--- src/rtl/align_fifo_if.sv ---
// Push/pop bus for align_fifo: entry-side push, result-side pop, occupancy and sticky error flags.
// Handshake: push and pop are one-cycle strobes with no ready; acceptance is reported only via count/flags and pop_valid.
interface align_fifo_if #(
  parameter int WIDTH = 8,
  parameter int DEPTH = 16
);
  localparam int CW = $clog2(DEPTH + 1);

  logic             push;
  logic [WIDTH-1:0] push_data;
  logic             pop;
  logic [WIDTH-1:0] pop_data;
  logic             pop_valid;
  logic [CW-1:0]    count;
  logic             full;
  logic             empty;
  logic             overflow;
  logic             underflow;

  modport master (
    output push, push_data, pop,
    input  pop_data, pop_valid, count, full, empty, overflow, underflow
  );

  modport slave (
    input  push, push_data, pop,
    output pop_data, pop_valid, count, full, empty, overflow, underflow
  );
endinterface

--- src/rtl/align_fifo.sv ---
// Latency-matching sideband FIFO: tags pushed at pipeline entry, released in order on result-valid.
// Optional ALIGN_FIFO_BYPASS_EN: a push and pop into an empty FIFO pass straight through to pop_data.
module align_fifo #(
  parameter int WIDTH = 8,
  parameter int DEPTH = 16
) (
  input  logic         clk,
  input  logic         reset,
  align_fifo_if.slave  bus
);
  localparam int AW = $clog2(DEPTH);
  localparam int CW = $clog2(DEPTH + 1);
  localparam logic [CW-1:0] CNT_FULL = CW'(DEPTH);

  logic [WIDTH-1:0] mem [DEPTH];
  logic [AW-1:0]    wp;
  logic [AW-1:0]    rp;
  logic [CW-1:0]    count;
  logic [WIDTH-1:0] pop_data;
  logic             pop_valid;
  logic             overflow;
  logic             underflow;
  logic             full;
  logic             empty;
  logic             pop_acc;
  logic             push_acc;
  logic             bypass;

  assign full  = (count == CNT_FULL);
  assign empty = (count == '0);

`ifdef ALIGN_FIFO_BYPASS_EN
  assign bypass = empty && bus.push && bus.pop;
`else
  assign bypass = 1'b0;
`endif

  // Pop acceptance uses pre-cycle occupancy, so a full FIFO can take a push alongside a pop.
  assign pop_acc  = bus.pop && !empty;
  assign push_acc = bus.push && !bypass && (!full || pop_acc);

  // Storage is not reset; a same-cycle write to the slot being read returns the old entry.
  always_ff @(posedge clk) begin
    if (!reset && push_acc) mem[wp] <= bus.push_data;
  end

  always_ff @(posedge clk) begin
    if (reset) begin
      wp        <= '0;
      rp        <= '0;
      count     <= '0;
      pop_data  <= '0;
      pop_valid <= 1'b0;
      overflow  <= 1'b0;
      underflow <= 1'b0;
    end else begin
      pop_valid <= pop_acc || bypass;
      if (pop_acc) begin
        pop_data <= mem[rp];
        rp       <= rp + AW'(1);
      end else if (bypass) begin
        pop_data <= bus.push_data;
      end
      if (push_acc) wp <= wp + AW'(1);
      case ({push_acc, pop_acc})
        2'b10:   count <= count + CW'(1);
        2'b01:   count <= count - CW'(1);
        default: count <= count;
      endcase
      if (bus.push && !push_acc && !bypass) overflow  <= 1'b1;
      if (bus.pop && !pop_acc && !bypass)   underflow <= 1'b1;
    end
  end

  assign bus.pop_data  = pop_data;
  assign bus.pop_valid = pop_valid;
  assign bus.count     = count;
  assign bus.full      = full;
  assign bus.empty     = empty;
  assign bus.overflow  = overflow;
  assign bus.underflow = underflow;
endmodule

--- src/flat_wrapper.sv ---
// flat-port wrapper written by rule: the top's interface ports become plain ports
module align_fifo_flat 
#(
  parameter int WIDTH = 8,
  parameter int DEPTH = 16
)
  (clk, reset, bus_push, bus_push_data, bus_pop, bus_pop_data, bus_pop_valid, bus_count, bus_full, bus_empty, bus_overflow, bus_underflow);
  align_fifo_if #(.WIDTH(WIDTH), .DEPTH(DEPTH)) bus_i ();
  input  logic clk;
  input  logic reset;
  input wire logic [$bits(bus_i.push)-1:0] bus_push;
  input wire logic [$bits(bus_i.push_data)-1:0] bus_push_data;
  input wire logic [$bits(bus_i.pop)-1:0] bus_pop;
  output wire logic [$bits(bus_i.pop_data)-1:0] bus_pop_data;
  output wire logic [$bits(bus_i.pop_valid)-1:0] bus_pop_valid;
  output wire logic [$bits(bus_i.count)-1:0] bus_count;
  output wire logic [$bits(bus_i.full)-1:0] bus_full;
  output wire logic [$bits(bus_i.empty)-1:0] bus_empty;
  output wire logic [$bits(bus_i.overflow)-1:0] bus_overflow;
  output wire logic [$bits(bus_i.underflow)-1:0] bus_underflow;
  assign bus_i.push = bus_push;
  assign bus_i.push_data = bus_push_data;
  assign bus_i.pop = bus_pop;
  assign bus_pop_data = bus_i.pop_data;
  assign bus_pop_valid = bus_i.pop_valid;
  assign bus_count = bus_i.count;
  assign bus_full = bus_i.full;
  assign bus_empty = bus_i.empty;
  assign bus_overflow = bus_i.overflow;
  assign bus_underflow = bus_i.underflow;
  align_fifo #(.WIDTH(WIDTH), .DEPTH(DEPTH)) u_core (.clk(clk), .reset(reset), .bus(bus_i));
endmodule
--- config.mk ---
export PLATFORM = sky130hd
export DESIGN_NAME = align_fifo_flat
export DESIGN_NICKNAME = d
export VERILOG_FILES = /design/src/rtl/align_fifo_if.sv /design/src/rtl/align_fifo.sv /design/src/flat_wrapper.sv
export SDC_FILE = /design/constraint.sdc
export NUM_CORES = 1
export LEC_CHECK = 0
export CORE_ASPECT_RATIO = 0.6
export CORE_MARGIN = 2
export CORE_UTILIZATION = 40
export CTS_CLUSTER_SIZE = 28
export DETAILED_ROUTE_END_ITERATION = 16
export DONT_BUFFER_PORTS = 1
export GPL_TIMING_DRIVEN = 0
export HOLD_SLACK_MARGIN = 0.05
export SLEW_MARGIN = 20
export SYNTH_ARGS = -nofsm -noshare
export SYNTH_HDL_FRONTEND = slang
export SYNTH_SLANG_ARGS = --single-unit
--- constraint.sdc ---
create_clock -name clk -period 6.4 [get_ports clk]
set_clock_uncertainty 0.1 [all_clocks]
set_input_delay 0.96 -clock clk [delete_from_list [all_inputs] [get_ports clk]]
set_output_delay 0.96 -clock clk [all_outputs]
set_load 0.005 [all_outputs]
Yosys cells after proc, flatten, opt, wreduce, memory -nomap -nowiden
Memories as Yosys holds them, arrays and structs flattened. A register that Yosys moved wholly into a read port is not among the register bits.
Cells that the tools add are included.
{"block": "totals", "register_bits": 16, "latch_bits": 0, "ramBits": 128, "rom_bits": 0, "in_bits": 12, "elab_cells": 30, "n_memories": 1}
{"memory": "u_core.mem", "depth": 16, "width": 8, "rd": 1, "rd_clocked_by_memory_dff": 1, "write_ports": 1, "line_no": "align_fifo.sv:15", "text": "logic [WIDTH-1:0] mem [DEPTH];"}
{"block": "classes", "add_sub_neg": 4, "multipliers": 0, "div": 0, "order_cmp": 0, "n_eq_ne": 3, "n_shift": 0, "mux": 3, "n_bitwise": 0, "reduce_logical": 13}
{"op": "$pmux 5 s2", "count": 1}
{"op": "$add 4x1->4 const B", "count": 2}
{"op": "$add 5x1->5 const B", "count": 1}
{"op": "$eq 5x5->1 const B", "count": 1}
{"op": "$logic_and 1x1->1", "count": 5}
{"op": "$logic_not 1->1", "count": 5}
{"op": "$logic_not 5->1", "count": 1}
{"op": "$sub 5x1->5 const B", "count": 1}
{"op": "$eq 2x1->1 const B", "count": 1}
{"op": "$eq 2x2->1 const B", "count": 1}
{"op": "$mux 1", "count": 2}
{"op": "$reduce_bool 2->1", "count": 1}
{"op": "$logic_or 1x1->1", "count": 1}

Logic depth before layout (Yosys ltp)
Gate-level depths: netlist of the first run.
{"block": "depth", "depth_word": 8, "mapped_depth": 10}

Least setup slack after synthesis of the first run
No wires, ideal clock.
{"block": "synth_timing", "path_kind": "register -> register", "startpoint": "reg u_core.count[0] (netlist: u_core.bus.count[0])", "endpoint": "reg u_core.count[4] (netlist: u_core.bus.count[4])", "setup_time_ns": 0.133, "arrival_ns": 2.584, "t_required_ns": 6.167, "path_slack_ns": 3.584, "path_stages_with_launch": 11, "path_buffers": 2, "period_less_slack_ns": 2.816, "path_cell_list": "dfxtp_1 -> or4_4 -> buf_6 -> o21ai_2 -> buf_4 -> nor2_1 -> fa_1 -> a21o_1 -> a2111o_1 -> o211ai_1 -> a31oi_1"}
{"block": "synth_via", "elab_chain_cells": 7, "word_cells_on_any_way": 13, "classes_between": "2 x add/sub; 3 x eq/ne; 1 x mux; 7 x reduce/logical"}
{"item": "from (decl)", "line_no": "align_fifo.sv:18", "text": "logic [CW-1:0] count;"}
{"item": "from (signal assigned)", "line_no": "align_fifo.sv:66", "text": "2'b10: count <= count + CW'(1);"}
{"item": "from (signal assigned)", "line_no": "align_fifo.sv:67", "text": "2'b01: count <= count - CW'(1);"}
{"item": "from (signal assigned)", "line_no": "align_fifo.sv:68", "text": "default: count <= count;"}
{"item": "$logic_not 5->1", "line_no": "align_fifo.sv:30", "text": "assign empty = (count == '0);"}
{"item": "$logic_not 1->1", "line_no": "align_fifo.sv:39", "text": "assign pop_acc = bus.pop && !empty;"}
{"item": "$logic_and 1x1->1", "line_no": "align_fifo.sv:39"}
{"item": "$logic_or 1x1->1", "line_no": "align_fifo.sv:40", "text": "assign push_acc = bus.push && !bypass && (!full || pop_acc);"}
{"item": "$logic_and 1x1->1", "line_no": "align_fifo.sv:40"}
{"item": "$eq 2x1->1 / $eq 2x2->1 (equally long branches)", "line_no": "align_fifo.sv:65", "text": "case ({push_acc, pop_acc})"}
{"item": "$pmux 5 s2 / $reduce_bool 2->1 (equally long branches)"}
Parallel ways exist; a longest one is shown, timed or not.
A chain may end at the register's enable or synchronous reset.

Worst setup path in the final report of the first run
Same ends and word-level chain as after synthesis.

==> metrics.md, run 1 <==
| Metric | Value |
|---|---|
| Cell variety after synth | 44 |
| Max Cap Viol | 0 |
| Vias in the first global route | 3401 |
| Post-synth design cell area | 0.006153 sq mm |
| Top post-synthesis cells by area | edfxtp_1, dfxtp_1, mux2i_1 |
| Nets@finish | 416 |
| Critical path type | flop to flop |
| Gr usage total | 0.1768 |
| # placed instances | just under 600 |
| Commonest non-fill, non-tap cells in the layout | edfxtp_1, nor2_1, mux2i_1, dfxtp_1, clkbuf_16 |
| CTS tree | done |
| Non-filler instance count after layout | 611 |
| CP startpoint kind | flop |
| Chip height | roughly 100 microns |
| Post-CTS Setup Inserts | 0 |
| Share of the synthesized area in the top cell type | 0.6246 |
| Post-Route WL | 13340 microns |
| Crit path capture type | flop |
| DR pass1 iterations | 5 |
| Fmax | between 300 and 400 MHz |
| Worst hold path type | flop to flop |
| Clock Tree Buf Depth | 2 |
| Total clock sinks | 152 |
| Yosys reg bits | 152 |
| First-pass GRT wire length | a little over 20000 microns |
| Unrepaired setup endpoints after global routing | no |
| Post-DRT Antenna Nets | 0 |
| Bufs and invs on worst path | 2 |
| Outcome | finished clean |
| Synth warn | 0 |
| Fin. max-slew vios | 0 |
| Ratio of cells with drive above 1 in the final layout | 0.1667 |
| Mapped Avg Cell Area | about 16 sq um |
| Leakage | around 2.2 nW |
| Largest net degree at the start of global routing | 17 |
| Layout area overhead | 13.30% |
| Clock transition at path regs | 0.06 ns |
| Slowest cell delay on critical path | 0.56 ns |
| Slowest cell on crit path | or4_4 |
| CP Max Fanout | 10 |
| Worst Slack Setup Final | 3.135 ns |
| DRT iter0 DRCs | approximately 210 |
| Minimum clock period | 3.265 ns |
| Die Area | around 0.016 sq mm |
| Worst path top cell family by delay | compound AO/OA/AOI/OAI gates |
| Initial antenna violation count | 0 |
| Site Rows | 35 |
| Total congestion overflow | 0 |
| Final hold vios | 0 |
| Most common cell after layout, fill and taps aside | edfxtp_1 |
| Period utilisation layout | 0.5102 |
| # IOs | 30 |
| Sequential element share of the synthesized area | 0.7027 |
| Power per cell area | 370.7 mW/mm^2 |
| CTS buffer count | 17 |
| Placement Setup Slack | 3.168 ns |
| Ant. Diodes | 0 |
| Slew margin rel. | 0.3337 |
| Final HPWL DP | 8770 microns |
| Die Wd | roughly 160 microns |
| Initial Util | 0.4049 |
| DRC violations left | 0 |
| Sum Neg Setup Slack | 0 ns |
| Leading area contributor after synthesis | edfxtp_1 |
| Hold Buf Count CTS | 0 |
| CTS Root Cell | clkbuf_16 |
| RD Place Congestion | 0.7946 |
| Worst path cell trace | or4_4 > buf_6 > o21ai_2 > buf_4 > nor2_1 > fa_1 > a21o_1 > a2111o_1 > o211ai_1 > a31oi_1 |
| CP required | 6.58 ns |
| VDD IR max | ~0.18 mV |
| Port-buffer cells | 0 |
| Setup violators final | 0 |
| Core Box Area | 0.01520 sq mm |
| Avg WL per Cell | 21.83 microns |
| H-tree levels | 4 |
| # resized after CTS | 0 |
| Mapped Nets | approximately 400 |
| DR vias | 3254 |
| Internal reg-to-reg setup slack | approximately 3.1 ns |
| CP arrival | ~3.4 ns |
| Worst-Skew Late Latency | between 0.4 and 0.5 ns |
| Via density | 5.326 |
| Worst-Margin Slew | roughly 1 ns |
| Gate Count Post-Synth | 376 |
state kept, by name (all words and copies together), names as in the netlist:
signal and count:
u_core.bus.pop_valid 1, u_core.bus.overflow 1, u_core.bus.count 5, u_core.wp 4
u_core.bus.pop_data 8, u_core.mem 128, u_core.rp 4, u_core.bus.underflow 1
cells by family (layout without fill, tap and decap cells):
group | count (synthesis) | after routing | share of synthesized area
DFF | 152 | 152 | 0.7027
and+or+nand+nor | 86 | 86 | 0.06812
muxes | 57 | 57 | 0.1312
AOI/OAI and AO/OA | 42 | 42 | 0.05246
buffers and inverters | 25 | 57 | 0.01891
adders and majority gates | 9 | 9 | 0.01952
xor gates and xnor gates | 5 | 5 | 0.007118
final timing paths:
path              cells past startpoint                               end                             start
hold reg to reg                       2  u_core.bus.overflow$_SDFFE_PP0P_  u_core.bus.overflow$_SDFFE_PP0P_
setup reg to reg                     10  u_core.bus.count[4]$_SDFFE_PP0P_  u_core.bus.count[0]$_SDFFE_PP0P_
setup / recovery                     10  u_core.bus.count[4]$_SDFFE_PP0P_  u_core.bus.count[0]$_SDFFE_PP0P_
hold / removal                        2  u_core.bus.overflow$_SDFFE_PP0P_  u_core.bus.overflow$_SDFFE_PP0P_
final cells by class:
type / count / area (sq um)
clock buffer: 17 / 425.4
clock inverter: 15 / 138.9
buffer: 20 / 97.59
multi-input combinational: 199 / 1713
fill: 1300 / 8224
inverter: 5 / 18.77
sequential: 152 / 4324
tap: 203 / 254.0
cells in the mapped netlist, drive strengths merged:
library cell  number
a2111o             1
a211o              2
a211oi             1
a21o               2
a21oi              5
a22o               7
a22oi              1
a31oi              2
buf               13
clkbuf             7
dfxtp             24
edfxtp           128
fa                 1
ha                 8
inv                5
mux2               3
mux2i             38
mux4              16
nand2              8
nand2b             5
nand3              3
nand3b             2
nand4              1
nand4b             1
nor2              39
nor2b              5
nor3               8
nor4               9
o211ai             1
o21ai              2
o22ai             16
o311ai             1
o31a               1
or3                3
or3b               1
or4                1
xnor2              3
xor2               2
worst register-to-register path, stage by stage (launching register included):
cell	delay [ns]
dfxtp_1	0.40
or4_4	0.56
buf_6	0.16
o21ai_2	0.24
buf_4	0.26
nor2_1	0.14
fa_1	0.43
a21o_1	0.22
a2111o_1	0.42
o211ai_1	0.10
a31oi_1	0.10
report_power, final:
| part | internal [mW] | switching (mW) |
|---|---|---|
| Sequential | 1.13 | 0.0596 |
| Combinational | 0.193 | 0.251 |
| Clock | 0.512 | 0.438 |
| Total | 1.84 | 0.749 |
through the flow:
stage / utilization / power, mW / cell area [sq um] / hold WS, ns
floorplan: - / 1.538 / 6153 / 0.3604
global placement: 0.4217 / 1.646 / 6407 / 0.3852
detailed placement: 0.4217 / 1.651 / 6407 / 0.3904
CTS: 0.4588 / 2.595 / 6972 / 0.4050
global route: 0.4588 / 2.696 / 6972 / 0.4372
finish: 0.4588 / 2.584 / 6972 / 0.3985
per-layer routing:
metal	wire, microns	vias to the layer above	GRT usage
met2	5805	100	0.2459
met4	51	0	0.06275
met3	1483	4	0.06694
met1	6000	1636	0.2538
met5	0	-	0
li1	-	1514	-
No activity file was read; power rests on OpenSTA's default activity.
==> inputs of run 2 (changes only) <==
Clock period 6.4 ns to 2.7 ns, I/O delays scaled along.
==> metrics.md, run 2 (synthesis results as in run 1) <==
| Metric | Value |
|---|---|
| Outcome | finished with violations |
| Failing checks | setup timing |
| Initial Util | 0.4049 |
| Worst-Margin Slew | 0.9474 ns |
| Total congestion overflow | 0 |
| Worst Slack Setup Final | -0.07649 ns |
| DR vias | 3441 |
| Placement Setup Slack | -0.2420 ns |
| Most common cell after layout, fill and taps aside | edfxtp_1 |
| CTS Root Cell | clkbuf_16 |
| Commonest non-fill, non-tap cells in the layout | edfxtp_1, nor2_1, mux2i_1, dfxtp_1, clkbuf_16 |
| Placed inst area | around 0.0064 sq mm |
| # placed instances | 579 |
| Total area of sequential cells | 0.004333 sq mm |
| Final HPWL DP | 9337 microns |
| Worst-Skew Late Latency | 0.41 ns |
| # IOs | 30 |
| VDD IR max | 0.4687 mV |
| Fmax | between 300 and 400 MHz |
| H-tree levels | 4 |
| Leakage | 2.301 nW |
| Total clock sinks | 152 |
| CP arrival | 2.94 ns |
| Worst hold path type | input port to flop |
| Bufs and invs on worst path | 2 |
| Die Wd | about 160 microns |
| Clock transition at path regs | 0.06 ns |
| Unrepaired setup endpoints after global routing | yes |
| DRT iter0 DRCs | 275 |
| Multi-input gate area in the final layout | 0.001747 sq mm |
| DRC violations left | 0 |
| Clock Tree Buf Depth | 2 |
| Worst path top cell family by delay | compound AO/OA/AOI/OAI gates |
| Crit path capture type | flop |
| Core Box Area | 0.01520 sq mm |
| WHS Path Cells | 2 |
| Gr usage total | 0.1834 |
| Nets@finish | 431 |
| Via density | roughly 5.5 |
| RD Place Congestion | 0.8479 |
| Minimum clock period | 2.776 ns |
| CTS buffer count | 17 |
| CP required | around 2.9 ns |
| DR pass1 iterations | 4 |
| Post-DRT Antenna Nets | 0 |
| CP Max Fanout | 7 |
| First-pass GRT wire length | 20930 microns |
| Fin. max-slew vios | 0 |
| Post-route design area | 0.007188 sq mm |
| Non-filler instance count after layout | approximately 630 |
| Hold slack | 0.1884 ns |
| Largest net degree at the start of global routing | 17 |
| Ratio of cells with drive above 1 in the final layout | 0.1868 |
| Top reg by flops | u_core.mem |
| Fillers | 1270 |
| Final hold vios | 0 |
| Power per cell area | about 900 mW/mm^2 |
| Top Registers | u_core.mem: 128 flops, u_core.bus.pop_data: 8 flops, u_core.bus.count: 5 flops |
| Site Rows | 35 |
| Max Cap Viol | 0 |
| Port-buffer cells | 0 |
| Max FFs per register | 128 |
| Initial antenna violation count | 0 |
| Slew margin rel. | 0.3661 |
| WP depth | 10 |
| Worst path cell trace | or4_4 > o21ai_4 > buf_6 > nor2_4 > buf_6 > ha_4 > a21o_1 > a2111o_1 > o211ai_1 > a31oi_1 |
| Post-Route WL | about 14000 microns |
| Critical path type | flop to flop |
| CTS tree | done |
| Layout area overhead | 16.82% |
| Critical Path Most Common Cell | buf_6 |
| Vias in the first global route | 3351 |
| Chip height | 100.1 microns |
| Ant. Diodes | 0 |
| Worst reg-to-reg path cell count | 10 |
| Setup violators final | 1 |
| Die Area | 0.01642 sq mm |
| Avg WL per Cell | 22.49 microns |
| CP startpoint kind | flop |
| Slowest cell delay on critical path | 0.58 ns |
| Period utilisation layout | 1.028 |
| Slowest cell on crit path | or4_4 |
-- run 2: cell count changes in the layout (fill, tap and decap cells not counted), sizes merged --
cell	change
inv	-7
clkinvlp	+1
dlygate4sd3	+9
clkbuf	+3
buf	+6
bufinv	+3
-- run 2: power by group --
group	internal [mW]	switching [mW]	total [mW]
registers	2.69	0.146	2.84
logic	0.538	0.695	1.23
clock network	1.47	0.903	2.38
total	4.70	1.74	6.45
-- run 2: stage by stage --
stage | power, mW | setup TNS [ns] | utilization
after floorplan | 3.670 | 0 | -
after global placement | 3.926 | -0.2099 | 0.4229
after detailed placement | 3.960 | -0.2420 | 0.4229
after CTS | 6.503 | -0.1335 | 0.4733
after global routing | 6.711 | -0.1482 | 0.4730
final | 6.449 | -0.07649 | 0.4730
-- run 2: what timing repair did --
action	CTS	global route
resized for setup	7	1
hold buffers	9	0
endpoints found under the setup margin	1	3
pin swaps	8	6
endpoints found under the hold margin	129	0
buffers inserted	6	1
-- run 2: path summary, 6_finish.rpt --
check                                                         end  slack [ns]                              start
worst max-delay path             u_core.bus.count[4]$_SDFFE_PP0P_       -0.08   u_core.bus.count[0]$_SDFFE_PP0P_
worst min-delay path             u_core.bus.count[0]$_SDFFE_PP0P_        0.19                              reset
worst max register to register   u_core.bus.count[4]$_SDFFE_PP0P_       -0.08   u_core.bus.count[0]$_SDFFE_PP0P_
worst min register to register  u_core.bus.underflow$_SDFFE_PP0P_        0.40  u_core.bus.underflow$_SDFFE_PP0P_
-- run 2: area by class of cell --
cell class	instances	area share
buffer	19	0.01253
clock buffer	20	0.06214
clock inverter	12	0.02124
inverter	5	0.002611
multi-input combinational	199	0.2430
sequential	152	0.6028
tap	203	0.03534
timing repair buffer	16	0.02037
-- run 2: metal layers --
metal / GRT usage / wire (microns) / up-vias
li1: - / - / 1538
met1: 0.2891 / 7100 / 1773
met2: 0.2517 / 5888 / 122
met3: 0.05000 / 1012 / 8
met4: 0.04049 / 78 / 0
met5: 0 / 0 / -
